--- src/rtl/hazard_ctrl.sv ---
// rtl/hazard_ctrl.sv - pipeline hazard, stall, flush and forwarding controller
module hazard_ctrl #(
  parameter int REG_ADDR_W  = 5,
  parameter int CNT_W       = 32,
  parameter int MEM_TIMEOUT = 16
) (
  input  logic                  clk,
  input  logic                  rst,
  input  logic [REG_ADDR_W-1:0] id_rs1,
  input  logic [REG_ADDR_W-1:0] id_rs2,
  input  logic                  id_use_rs1,
  input  logic                  id_use_rs2,
  input  logic [REG_ADDR_W-1:0] ex_rs1,
  input  logic [REG_ADDR_W-1:0] ex_rs2,
  input  logic [REG_ADDR_W-1:0] ex_rd,
  input  logic                  ex_reg_write,
  input  logic                  ex_mem_read,
  input  logic                  ex_branch_taken,
  input  logic [REG_ADDR_W-1:0] mem_rd,
  input  logic [REG_ADDR_W-1:0] wb_rd,
  input  logic                  mem_reg_write,
  input  logic                  wb_reg_write,
  input  logic                  mem_req,
  input  logic                  mem_ready,
  output logic                  pc_hold,
  output logic                  if_id_hold,
  output logic                  id_ex_hold,
  output logic                  ex_mem_hold,
  output logic                  if_id_flush,
  output logic                  id_ex_bubble,
  output logic                  mem_wb_bubble,
  output logic [1:0]            fwd_a,
  output logic [1:0]            fwd_b,
  output logic [CNT_W-1:0]      stall_count,
  output logic                  mem_timeout
);

  localparam int WW = $clog2(MEM_TIMEOUT + 1);
  localparam logic [WW-1:0] WMAX  = WW'(MEM_TIMEOUT);
  localparam logic [WW-1:0] WLAST = WW'(MEM_TIMEOUT - 1);

  typedef enum logic {RUN, MEM_WAIT} state_t;

  state_t          state;
  logic [WW-1:0]   wcnt;
  logic            memStall;
  logic            loadUse;
  logic            branch;
  logic            luStall;
  logic            hitTimeout;

  function automatic logic [1:0] fwdSel(input logic [REG_ADDR_W-1:0] rs);
    if (mem_reg_write && mem_rd != '0 && mem_rd == rs)
      return 2'b01;
    else if (wb_reg_write && wb_rd != '0 && wb_rd == rs)
      return 2'b10;
    else
      return 2'b00;
  endfunction

  always_comb begin
    memStall = mem_req & ~mem_ready;
    loadUse  = ex_mem_read & ex_reg_write & (ex_rd != '0) &
               ((id_use_rs1 & (id_rs1 == ex_rd)) | (id_use_rs2 & (id_rs2 == ex_rd)));
    branch   = ex_branch_taken & ~memStall;
    luStall  = loadUse & ~memStall & ~ex_branch_taken;

    // Everything is gated by rst so the pipeline sees no stray holds while reset is asserted.
    pc_hold       = ~rst & (memStall | luStall);
    if_id_hold    = ~rst & (memStall | luStall);
    id_ex_hold    = ~rst & memStall;
    ex_mem_hold   = ~rst & memStall;
    mem_wb_bubble = ~rst & memStall;
    if_id_flush   = ~rst & branch;
    id_ex_bubble  = ~rst & (branch | luStall);
    fwd_a         = rst ? 2'b00 : fwdSel(ex_rs1);
    fwd_b         = rst ? 2'b00 : fwdSel(ex_rs2);

    // The MEM_TIMEOUT-th consecutive stall cycle; with MEM_TIMEOUT==1 that is the entry cycle.
    hitTimeout = memStall & ((state == RUN) ? (MEM_TIMEOUT == 1) : (wcnt == WLAST));
  end

  always_ff @(posedge clk or posedge rst) begin
    if (rst) begin
      state       <= RUN;
      wcnt        <= '0;
      stall_count <= '0;
      mem_timeout <= 1'b0;
    end else begin
      case (state)
        RUN: begin
          if (memStall) begin
            state <= MEM_WAIT;
            wcnt  <= WW'(1);
          end
        end
        MEM_WAIT: begin
          if (memStall) begin
            if (wcnt != WMAX)
              wcnt <= wcnt + WW'(1);
          end else begin
            state <= RUN;
            wcnt  <= '0;
          end
        end
      endcase
      if (hitTimeout)
        mem_timeout <= 1'b1;
      if (pc_hold && stall_count != '1)
        stall_count <= stall_count + CNT_W'(1);
    end
  end

endmodule
--- config.mk ---
export PLATFORM = sky130hd
export DESIGN_NAME = hazard_ctrl
export DESIGN_NICKNAME = d
export VERILOG_FILES = /design/src/rtl/hazard_ctrl.sv
export SDC_FILE = /design/constraint.sdc
export NUM_CORES = 1
export LEC_CHECK = 0
export ABC_AREA = 1
export CAP_MARGIN = 10
export CORE_MARGIN = 4
export CORE_UTILIZATION = 52
export DETAILED_ROUTE_END_ITERATION = 16
export PLACE_DENSITY = 0.89
export RECOVER_POWER = 100
export SKIP_LAST_GASP = 1
export SYNTH_ARGS = -nofsm -noshare
export SYNTH_HDL_FRONTEND = slang
export SYNTH_SLANG_ARGS = --single-unit
--- constraint.sdc ---
create_clock -name clk -period 5.35 [get_ports clk]
set_clock_uncertainty 0.2 [all_clocks]
set_input_delay 1.3375 -clock clk [delete_from_list [all_inputs] [get_ports clk]]
set_output_delay 1.3375 -clock clk [all_outputs]
set_load 0.02 [all_outputs]
==> flow_summary.json, run 1 <==
{
  "status": "complete, no violations",
  "p_seq_share_pct": 47.3,
  "worstPathMaxFanout": 5,
  "finalHoldViolCount": 0,
  "start_kind": "input port",
  "cts.sinks": 39,
  "p_switching_w": 0.0002260,
  "drive_gt1_share_pct": 3.163,
  "syn_area_per_cell_um2": 6.470,
  "worstPathArrival_ns": 3.37,
  "synth_top_area_cell": "dfrtp_1",
  "register_area_um2": 975.9,
  "critPathSlowestCell": "clkdlybuf4s50_1",
  "yosysSeqAreaShare_pct": 31.43,
  "setup-violations-final": 0,
  "clock_latency_ns": 0.30,
  "final_cells": 641,
  "dp_hpwl_mm": 6.810,
  "grt_usage_pct": 24.18,
  "dr.first_iter.drc_count": 213,
  "yosys-top-cells-area": "dfrtp_1 (31%), nand2_1 (23%), nand3_1 (7.1%)",
  "holdCritStartpoint": "state",
  "multi_input_area_um2": 1856,
  "drt-total-wl_mm": 8.589,
  "num_antenna_cells": 0,
  "vias_per_cell": 5.306,
  "netlist_area_um2": 3105,
  "power_density_nw_per_um2": 172.8,
  "clockRootBuffer": "clkbuf_8",
  "sw_frac_of_total_pct": 31.91,
  "cts_made_buffers": 5,
  "syn_nets": 530,
  "port_buffers": 89,
  "final_cell_mix": "nand2_1 (189), nor2_1 (57), inv_1 (48)",
  "core-area_um2": 5642,
  "critPathTopFamily": "buffers and inverters",
  "tritoncts": "built",
  "drc": 0,
  "reg2reg_from": "stall_count[0]",
  "hold_depth": 1,
  "post_cts_buffers": 0,
  "rsz0062_at_grt": "no",
  "worstSetupPathType": "in2out",
  "cp.depth": 10,
  "final_common_cell": "nand2_1",
  "placed_cells": 633,
  "cpPeakStageDelay_ns": 0.62,
  "period_needed_ns": 4.910,
  "vdd_ir_drop_max_mv": 0.1669,
  "rows": 27,
  "cts_buffer_depth": 2,
  "cp_num_buf_inv": 5,
  "dr_total_vias": 3401,
  "reg2reg_slack_ns": 2.40,
  "required_ns": 3.81,
  "fmax_mhz": 203.7,
  "hp-class": "reg2reg",
  "ys_types": 34,
  "die_x_um": 85.28,
  "post_cts_resized": 0,
  "cp-end-kind": "output port",
  "r2r-end": "stall_count[19]",
  "final_nets": 618,
  "grt_first_pass_wirelength_mm": 14.35,
  "ctsHoldBuffers": 0,
  "io_pins": 90,
  "antenna_found_initial": 0,
  "synth_top_cell_area_share_pct": 31.43,
  "grt_max_degree": 37,
  "area.growth.synth_to_final_pct": 31.99,
  "ff2ff_path_depth": 9,
  "wire_per_inst_um": 13.40,
  "drtAntennaViolNets": 0,
  "gp_congestion": 0.9225,
  "htree_levels": 2,
  "tightest_slew_ns": 1.373,
  "timing_max_transition_violations_final": 0,
  "relSlewSlack_pct": 8.490,
  "pwr-share-comb_pct": 24.9,
  "setup-tns-final_ns": 0,
  "fillers": 462,
  "syn_inst": 480,
  "clk_pin_slew_ns": 0.08,
  "whs_endpoint": "wcnt[0]",
  "start_util_pct": 55.05,
  "ys_ff_latch": 39,
  "pwr-share-clk_pct": 27.9,
  "gr-total-overflow": 0,
  "die-area_um2": 7273,
  "dieHeight_um": 85.28,
  "power.internal_w": 0.0004823,
  "crit_top_cell": "inv_1",
  "yosysWarnings": 0,
  "cap_violations": 0,
  "firstDrtPassIters": 5,
  "p_leak_nw": 2.152,
  "grt_pass1_vias": 3255,
  "path_cells": "dlygate4sd3_1 > inv_1 > or2_0 > inv_1 > nor2_1 > nand2_1 > inv_1 > nand3_1 > nand2_2 > clkdlybuf4s50_1",
  "timing.final.crit_share_pct": 91.77
}
==> cells in the mapped netlist (all sizes together) <==
library cell	n
xnor2	16
o32ai	1
nor4	2
nand4	6
dfrtp	39
nand3	46
or2	1
ha	4
a21oi	4
nand2	191
clkbuf	2
buf	10
a21o	1
nor2	59
o21ai	8
xor2	19
nor3	11
nand3b	5
inv	49
a31oi	1
and3	4
o22ai	1
==> final cells by class <==
type / count / area share [%]
sequential: 39 / 23.81
inverter: 49 / 4.487
tap: 72 / 2.198
clock inverter: 3 / 0.3663
timing repair buffer: 93 / 22.19
clock buffer: 5 / 1.679
multi-input combinational: 380 / 45.27
==> registers in the layout, summed over array words and instances, names as in the netlist <==
name and flops:
state 1, stall_count 32, mem_timeout 1, wcnt 5
==> power groups by stage <==
| stage | combinational, W | clock [W] | sequential, W |
|---|---|---|---|
| after floorplan | 0.0000787 | 0 | 0.000352 |
| after global placement | 0.000177 | 0 | 0.000340 |
| after detailed placement | 0.000183 | 0 | 0.000341 |
| after CTS | 0.000184 | 0.000201 | 0.000335 |
| after global routing | 0.000194 | 0.000213 | 0.000338 |
| final | 0.000176 | 0.000197 | 0.000335 |
==> per-stage QoR <==
step	instance area [um2]	power, W	util, %	setup WS [ns]	hold WS [ns]
5_1_grt	4099	0.0007441	72.65	0.2874	0.3169
4_1_cts	4113	0.0007207	72.90	0.6488	0.2968
6_report	4099	0.0007083	72.65	0.4404	0.2930
2_1_floorplan	3105	0.0004307	-	0.9532	0.2525
3_3_place_gp	4029	0.0005168	71.41	0.6762	0.2397
3_5_place_dp	4029	0.0005241	71.41	0.6519	0.2868
==> worst max-delay path by stage <==
stage / slack [ns] / start / end
4_1_cts: 0.65 / mem_ready / pc_hold
6_report: 0.44 / mem_req / pc_hold
3_5_place_dp: 0.65 / mem_ready / pc_hold
3_3_place_gp: 0.68 / mem_ready / pc_hold
5_1_grt: 0.29 / mem_req / pc_hold
2_1_floorplan: 0.95 / rst / fwd_a[1]
==> kinds of logic (layout without fill, tap and decap cells) <==
| group | count (synthesis) | count (layout) | share of synthesized area, % |
|---|---|---|---|
| and+or+nand+nor | 325 | 325 | 45.49 |
| adders and majority gates | 4 | 4 | 1.612 |
| buffers and inverters | 61 | 150 | 8.743 |
| AOI/OAI and AO/OA | 16 | 16 | 2.861 |
| xor gates and xnor gates | 35 | 35 | 9.871 |
| DFF | 39 | 39 | 31.43 |
==> layer usage <==
layer,vias to the layer above,GRT usage [%],wire length [um]
met5,-,0,0
met3,15,6.699,750
met1,1555,28.32,3419
li1,1680,-,-
met2,151,42.44,4266
met4,0,7.914,153
(Power assumes the default switching activity.)
==> inputs of run 2 (changes only) <==
ABC_AREA = unset   (was 1)
CORE_MARGIN = unset   (was 4)
CORE_UTILIZATION = 49   (was 52)
CTS_BUF_LIST = sky130_fd_sc_hd__clkbuf_8   (was unset)
PLACE_DENSITY = 0.91   (was 0.89)
==> flow_summary.json, run 2 <==
{
  "dr_total_vias": 2122,
  "p_switching_w": 0.0001780,
  "worstPathMaxFanout": 3,
  "vdd_ir_drop_max_mv": 0.1822,
  "grt_max_degree": 41,
  "cts.sinks": 39,
  "drc": 0,
  "final_cell_mix": "dlygate4sd3_1 (46), clkdlybuf4s50_1 (42), dfrtp_1 (39)",
  "wire_per_inst_um": 14.59,
  "finalPower_w": 0.0006729,
  "synth_top_area_cell": "dfrtp_1",
  "period_needed_ns": 5.176,
  "fillers": 347,
  "reg_top3": "stall_count (32), wcnt (5)",
  "area.growth.synth_to_final_pct": 41.37,
  "yosysSeqAreaShare_pct": 41.16,
  "synth_edf_count": 0,
  "ys.flop_type": "dfrtp_1",
  "die_x_um": 71.56,
  "ys_ff_latch": 39,
  "regMostFlops": "stall_count",
  "start_util_pct": 52.64,
  "grt_first_pass_wirelength_mm": 9.660,
  "cap_violations": 1,
  "power_density_nw_per_um2": 200.7,
  "cts_buffer_depth": 2,
  "reg2reg_slack_ns": 1.79,
  "p_leak_nw": 1.569,
  "r2r-end": "stall_count[28]",
  "final_common_cell": "dlygate4sd3_1",
  "holdCritStartpoint": "mem_timeout",
  "finalHoldViolCount": 0,
  "cp-end-kind": "output port",
  "cts_made_buffers": 5,
  "syn_inst": 248,
  "gp_congestion": 0.8808,
  "dp_hpwl_mm": 4.394,
  "gr-total-overflow": 0,
  "final_nets": 386,
  "grt_pass1_vias": 2155,
  "synth_common_cells": "dfrtp_1 (39), xor2_1 (37), xnor2_1 (25)",
  "worstPathArrival_ns": 3.64,
  "yosysWarnings": 0,
  "clockRootBuffer": "clkbuf_8",
  "clock_latency_ns": 0.28,
  "start_kind": "input port",
  "vias_per_cell": 5.455,
  "core-area_um2": 4504,
  "rows": 24,
  "drive_gt1_share_pct": 4.154,
  "reg2reg_from": "stall_count[0]",
  "htree_levels": 2,
  "die-area_um2": 5121,
  "yosys-top-cells-area": "dfrtp_1 (41%), xor2_1 (14%), xnor2_1 (9.2%)",
  "timing.final.crit_share_pct": 96.74,
  "antenna_found_initial": 0,
  "placed_area_um2": 3268,
  "placed_cells": 381,
  "io_pins": 90,
  "tritoncts": "built",
  "ctsHoldBuffers": 0,
  "drt-total-wl_mm": 5.675,
  "power.internal_w": 0.0004948,
  "timing_max_transition_violations_final": 33,
  "required_ns": 3.81,
  "syn_area_per_cell_um2": 9.561,
  "ff2ff_path_depth": 7,
  "netlist_area_um2": 2371,
  "pwr-share-comb_pct": 19.9,
  "fin_util_pct": 74.42,
  "fmax_mhz": 193.2,
  "setup-violations-final": 0,
  "rsz0062_at_grt": "no",
  "clk_pin_slew_ns": 0.08,
  "ys_types": 35,
  "drtAntennaViolNets": 0,
  "final_area_um2": 3352,
  "syn_nets": 298,
  "firstDrtPassIters": 4,
  "dr.first_iter.drc_count": 112,
  "p_seq_share_pct": 47.9,
  "worstSetupPathType": "in2out",
  "relSlewSlack_pct": -53.53,
  "num_antenna_cells": 0,
  "pwr-share-clk_pct": 32.2,
  "grt_usage_pct": 23.76,
  "hp-class": "reg2reg",
  "final_cells": 389,
  "synth_top_cell_area_share_pct": 41.16,
  "tightest_slew_ns": 2.293,
  "dieHeight_um": 71.56,
  "sw_frac_of_total_pct": 26.46,
  "synthArstFlopShare_pct": 100.0,
  "yosysMostFrequentCell": "dfrtp_1",
  "violations": "max-capacitance violations, max-slew violations",
  "setup-tns-final_ns": 0,
  "largest_reg_flops": 32,
  "status": "complete, but fails checks",
  "port_buffers": 89,
  "whs_endpoint": "mem_timeout",
  "hold_depth": 1
}
[run 2: cell types whose count changed in the layout (fill, tap and decap cells not counted), moves of 4 or more]
| cell | delta |
|---|---|
| xor2_1 | +18 |
| nor3_1 | +5 |
| nand3_1 | -32 |
| inv_1 | -39 |
| o21ai_0 | -4 |
| xnor2_1 | +9 |
| nor2_1 | -38 |
| nand3b_1 | -5 |
| nor4_1 | +12 |
| clkdlybuf4s50_1 | -4 |
| or4_1 | +6 |
| nand2_1 | -169 |
[run 2: metal layers]
metal | track usage [%] | part of all wire [%] | vias to the layer above
met5 | 0 | 0 | -
met4 | 5.882 | 1.0 | 0
met3 | 3.376 | 3.3 | 6
met2 | 43.07 | 54 | 58
met1 | 29.92 | 42 | 1018
li1 | - | - | 1040
[run 2: logic make-up after synthesis]
family / synth area share [%]
AO/OA/AOI/OAI: 5.594
XOR/XNOR: 22.90
adder cells (fa/ha/maj): 2.111
buffers and inverters: 4.696
flip-flops: 41.16
multiplexers: 0.4749
AND/OR/NAND/NOR: 23.06
[run 2: worst max-delay path: stages]
cell	delay, ns
clkdlybuf4s50_1	0.47
or4_1	0.55
o21ai_1	0.20
nor3_1	0.09
nor4_1	0.28
dlygate4sd3_1	0.71
[run 2: area by class of cell]
class | count | area [um2] | share of cell area [%]
Timing Repair Buffer | 91 | 899.6 | 26.84
Inverter | 10 | 37.54 | 1.120
Multi-Input combinational cell | 189 | 1270 | 37.89
Clock inverter | 1 | 7.507 | 0.2240
Clock buffer | 7 | 96.34 | 2.874
Tap cell | 52 | 65.06 | 1.941
Sequential cell | 39 | 975.9 | 29.12
[run 2: per-stage QoR]
step | setup WS (ns) | hold slack [ns]
global route | 0.04222 | 0.2904
finish | 0.1744 | 0.2689
global placement | 0.1352 | 0.2518
detailed placement | 0.1411 | 0.2644
CTS | 0.1230 | 0.2819
floorplan | 0.2540 | 0.2485
[run 2: power by group through the flow]
stage	registers [W]	clock network (W)	logic, W
final	0.000322	0.000216	0.000134
after global routing	0.000324	0.000237	0.000148
after CTS	0.000322	0.000221	0.000141
after detailed placement	0.000327	0	0.000139
after global placement	0.000327	0	0.000135
after floorplan	0.000335	0	0.0000551
[run 2: repair_timing]
action | 4_1_cts | 5_1_grt
resized for setup | 0 | 2
setup endpoints to repair | 0 | 2
buffers inserted | 0 | 0
[run 2: worst max path at each step]
stage | from | end | depth (start not counted)
after CTS | mem_rd[1] | fwd_a[1] | 6
after detailed placement | mem_rd[1] | fwd_a[1] | 6
after global placement | mem_rd[2] | fwd_a[1] | 6
after global routing | mem_rd[1] | fwd_b[1] | 6
after floorplan | rst | fwd_a[1] | 4
final | mem_rd[1] | fwd_b[1] | 6
==> RTL edit: new RTL, settings of run 2 <==
Change the parameter `CNT_W` from 32 to 48.
--- a/src/rtl/hazard_ctrl.sv
+++ b/src/rtl/hazard_ctrl.sv
@@ -1,7 +1,7 @@
 // rtl/hazard_ctrl.sv - pipeline hazard, stall, flush and forwarding controller
 module hazard_ctrl #(
   parameter int REG_ADDR_W  = 5,
-  parameter int CNT_W       = 32,
+  parameter int CNT_W       = 48,
   parameter int MEM_TIMEOUT = 16
 ) (
   input  logic                  clk,
Interface: changed (resized stall_count); port bits go from 90 to 106. The function was not compared with the original's and may differ.
==> RTL edit against run 2 <==
The flow finishes with violations (DRC, capacitance limit, slew limit). Routed wire length grew 34%. Power grew 39%. Setup slack worse by 63 ps. Sequential cell count increased by 16. Synthesized area up 39%. Count of clock-buffer cells in the layout decreased by 2. Design area is 32% higher. Critical path type unchanged. Sequential power rose by 52%. Highest routed layer unchanged.
==> RTL edit: results (changes against run 2) <==
status finished with violations (unchanged); failing checks DRC, capacitance limit, slew limit (was capacitance limit, slew limit); HP Class flip-flop to flip-flop (unchanged); Synth Area in Adders 1.517% (was 2.111%); Synth top cells by count 55 x dfrtp_1, 54 x xor2_1, 35 x nand2_1 (was 39 x dfrtp_1, 37 x xor2_1, 25 x xnor2_1); largest net degree at the start of global routing 57 (was 41); xor and xnor area share after synthesis 20.71% (was 22.90%); max-slew violation count 48 (was 33); routed len/inst 14.71 µm (was 14.59 µm); post-synthesis compound-gate area fraction 2.844% (was 5.594%); fillcell total 494 (was 347); ys flop type dfrtp_1 (unchanged); RePlAce Congestion 0.9489 (was 0.8808); unique cell type count in the Yosys netlist 40 (was 35); largest area contributor in the netlist dfrtp_1 (unchanged); clk_lat worst skew 300 ps (was 280 ps); NumNets Final 489 (was 386); WHS Path Cells 2 (was 1); syn nets 389 (was 298); sequential area share after synthesis 41.71% (was 41.16%); clk buf depth 2 (unchanged); first-pass GRT wire length 12840 µm (was 9660 µm); fraction of layout cells with a size suffix above 1 4.318% (was 4.154%); port bufs 105 (was 89); VDD IR max 0.0001109 V (was 0.0001822 V); number of global-route vias before repair 2864 (was 2155); Starting DRT DRC Count 233 (was 112); multiplexer area fraction after synthesis 0.3413% (was 0.4749%); drt drc 12 (was 0); Root Buffer clkbuf_8 (unchanged); largest registers stall_count x48, wcnt x5 (was stall_count x32, wcnt x5); Total GRT Usage 22.42% (was 23.76%); clock transition at the registers of the reported paths 90 ps; Worst EP arrival 3700 ps (was 3640 ps); diodes inserted 0 (unchanged); Via-to-Cell Ratio 5.627 (was 5.455); detailed placement HPWL 5774 µm (was 4394 µm); Max-Cap Viols 1 (unchanged); leakage power total 0.002029 µW (was 0.001569 µW); Slew @ Worst Pin 1983 ps (was 2293 ps); R2R cell count 7 (unchanged); drt first pass iters 10 (was 4); largest cells by area after synthesis dfrtp_1 42%, xor2_1 14%, xnor2_1 6.4% (was dfrtp_1 41%, xor2_1 14%, xnor2_1 9.2%)
[RTL edit: metrics by stage]
stage / util (%) / setup slack, ps / instances / power (µW) / cell area, µm²
6_report: 68.89 / 111.5 / 517 / 937.6 / 4424
5_1_grt: 68.89 / 17.42 / 517 / 987.5 / 4424
4_1_cts: 69.30 / 40.08 / 517 / 962.7 / 4451
3_5_place_dp: 67.97 / 60.36 / 509 / 742.4 / 4365
3_3_place_gp: 67.97 / 118.0 / 509 / 735.6 / 4365
2_1_floorplan: - / 517.4 / 339 / 611.1 / 3303
[RTL edit: critical path, stage by stage]
cell and delay (ps):
clkdlybuf4s50_1 480, or4_1 540, o21ai_1 240, nor3_1 100
nor4_1 330, clkdlybuf4s50_1 670
[RTL edit: timing repair]
item                       CTS  global route
setup endpoints to repair    0             2
setup buffers                0             0
resized for setup            0             1
[RTL edit: routing by layer]
layer	vias up	GRT usage, %	wire [µm]
met5	-	0	0
met4	0	5.486	88
met3	11	4.946	500
met2	125	39.94	3818
met1	1370	27.49	3197
li1	1403	-	-
[RTL edit: path summary, 6_finish.rpt]
kind	startpoint	slack, ps	to
worst max-delay path	mem_rd[1]	110	fwd_a[1]
max in group asynchronous	rst	2840	stall_count[8]$_DFFE_PP0P_
worst min register to register	wcnt[4]$_DFFE_PP0P_	280	wcnt[4]$_DFFE_PP0P_
worst min-delay path	wcnt[4]$_DFFE_PP0P_	280	wcnt[4]$_DFFE_PP0P_
worst max register to register	stall_count[0]$_DFFE_PP0P_	2520	stall_count[1]$_DFFE_PP0P_
min in group asynchronous	rst	1660	wcnt[0]$_DFFE_PP0P_
[RTL edit: where the power goes]
part	internal [µW]	switching [µW]	leakage [µW]	total [µW]
Sequential	447	41.7	0.000721	489
Combinational	113	117	0.00126	229
Clock	89.9	130	0.0000453	220
Total	650	288	0.00203	938
[RTL edit: cell type report]
class	instances	area share, %
multi-input cells	258	39.59
flip-flops and latches	55	31.11
repair buffers	108	24.18
well taps	77	2.178
clock buffers	5	1.555
inverters	11	1.018
clock inverters	3	0.3676
[RTL edit: kinds of logic after synthesis]
logic type,Yosys count
compound gates,15
xor+xnor,78
fa+ha+maj,4
buf+inv,26
flops,55
mux,1
simple gates,160
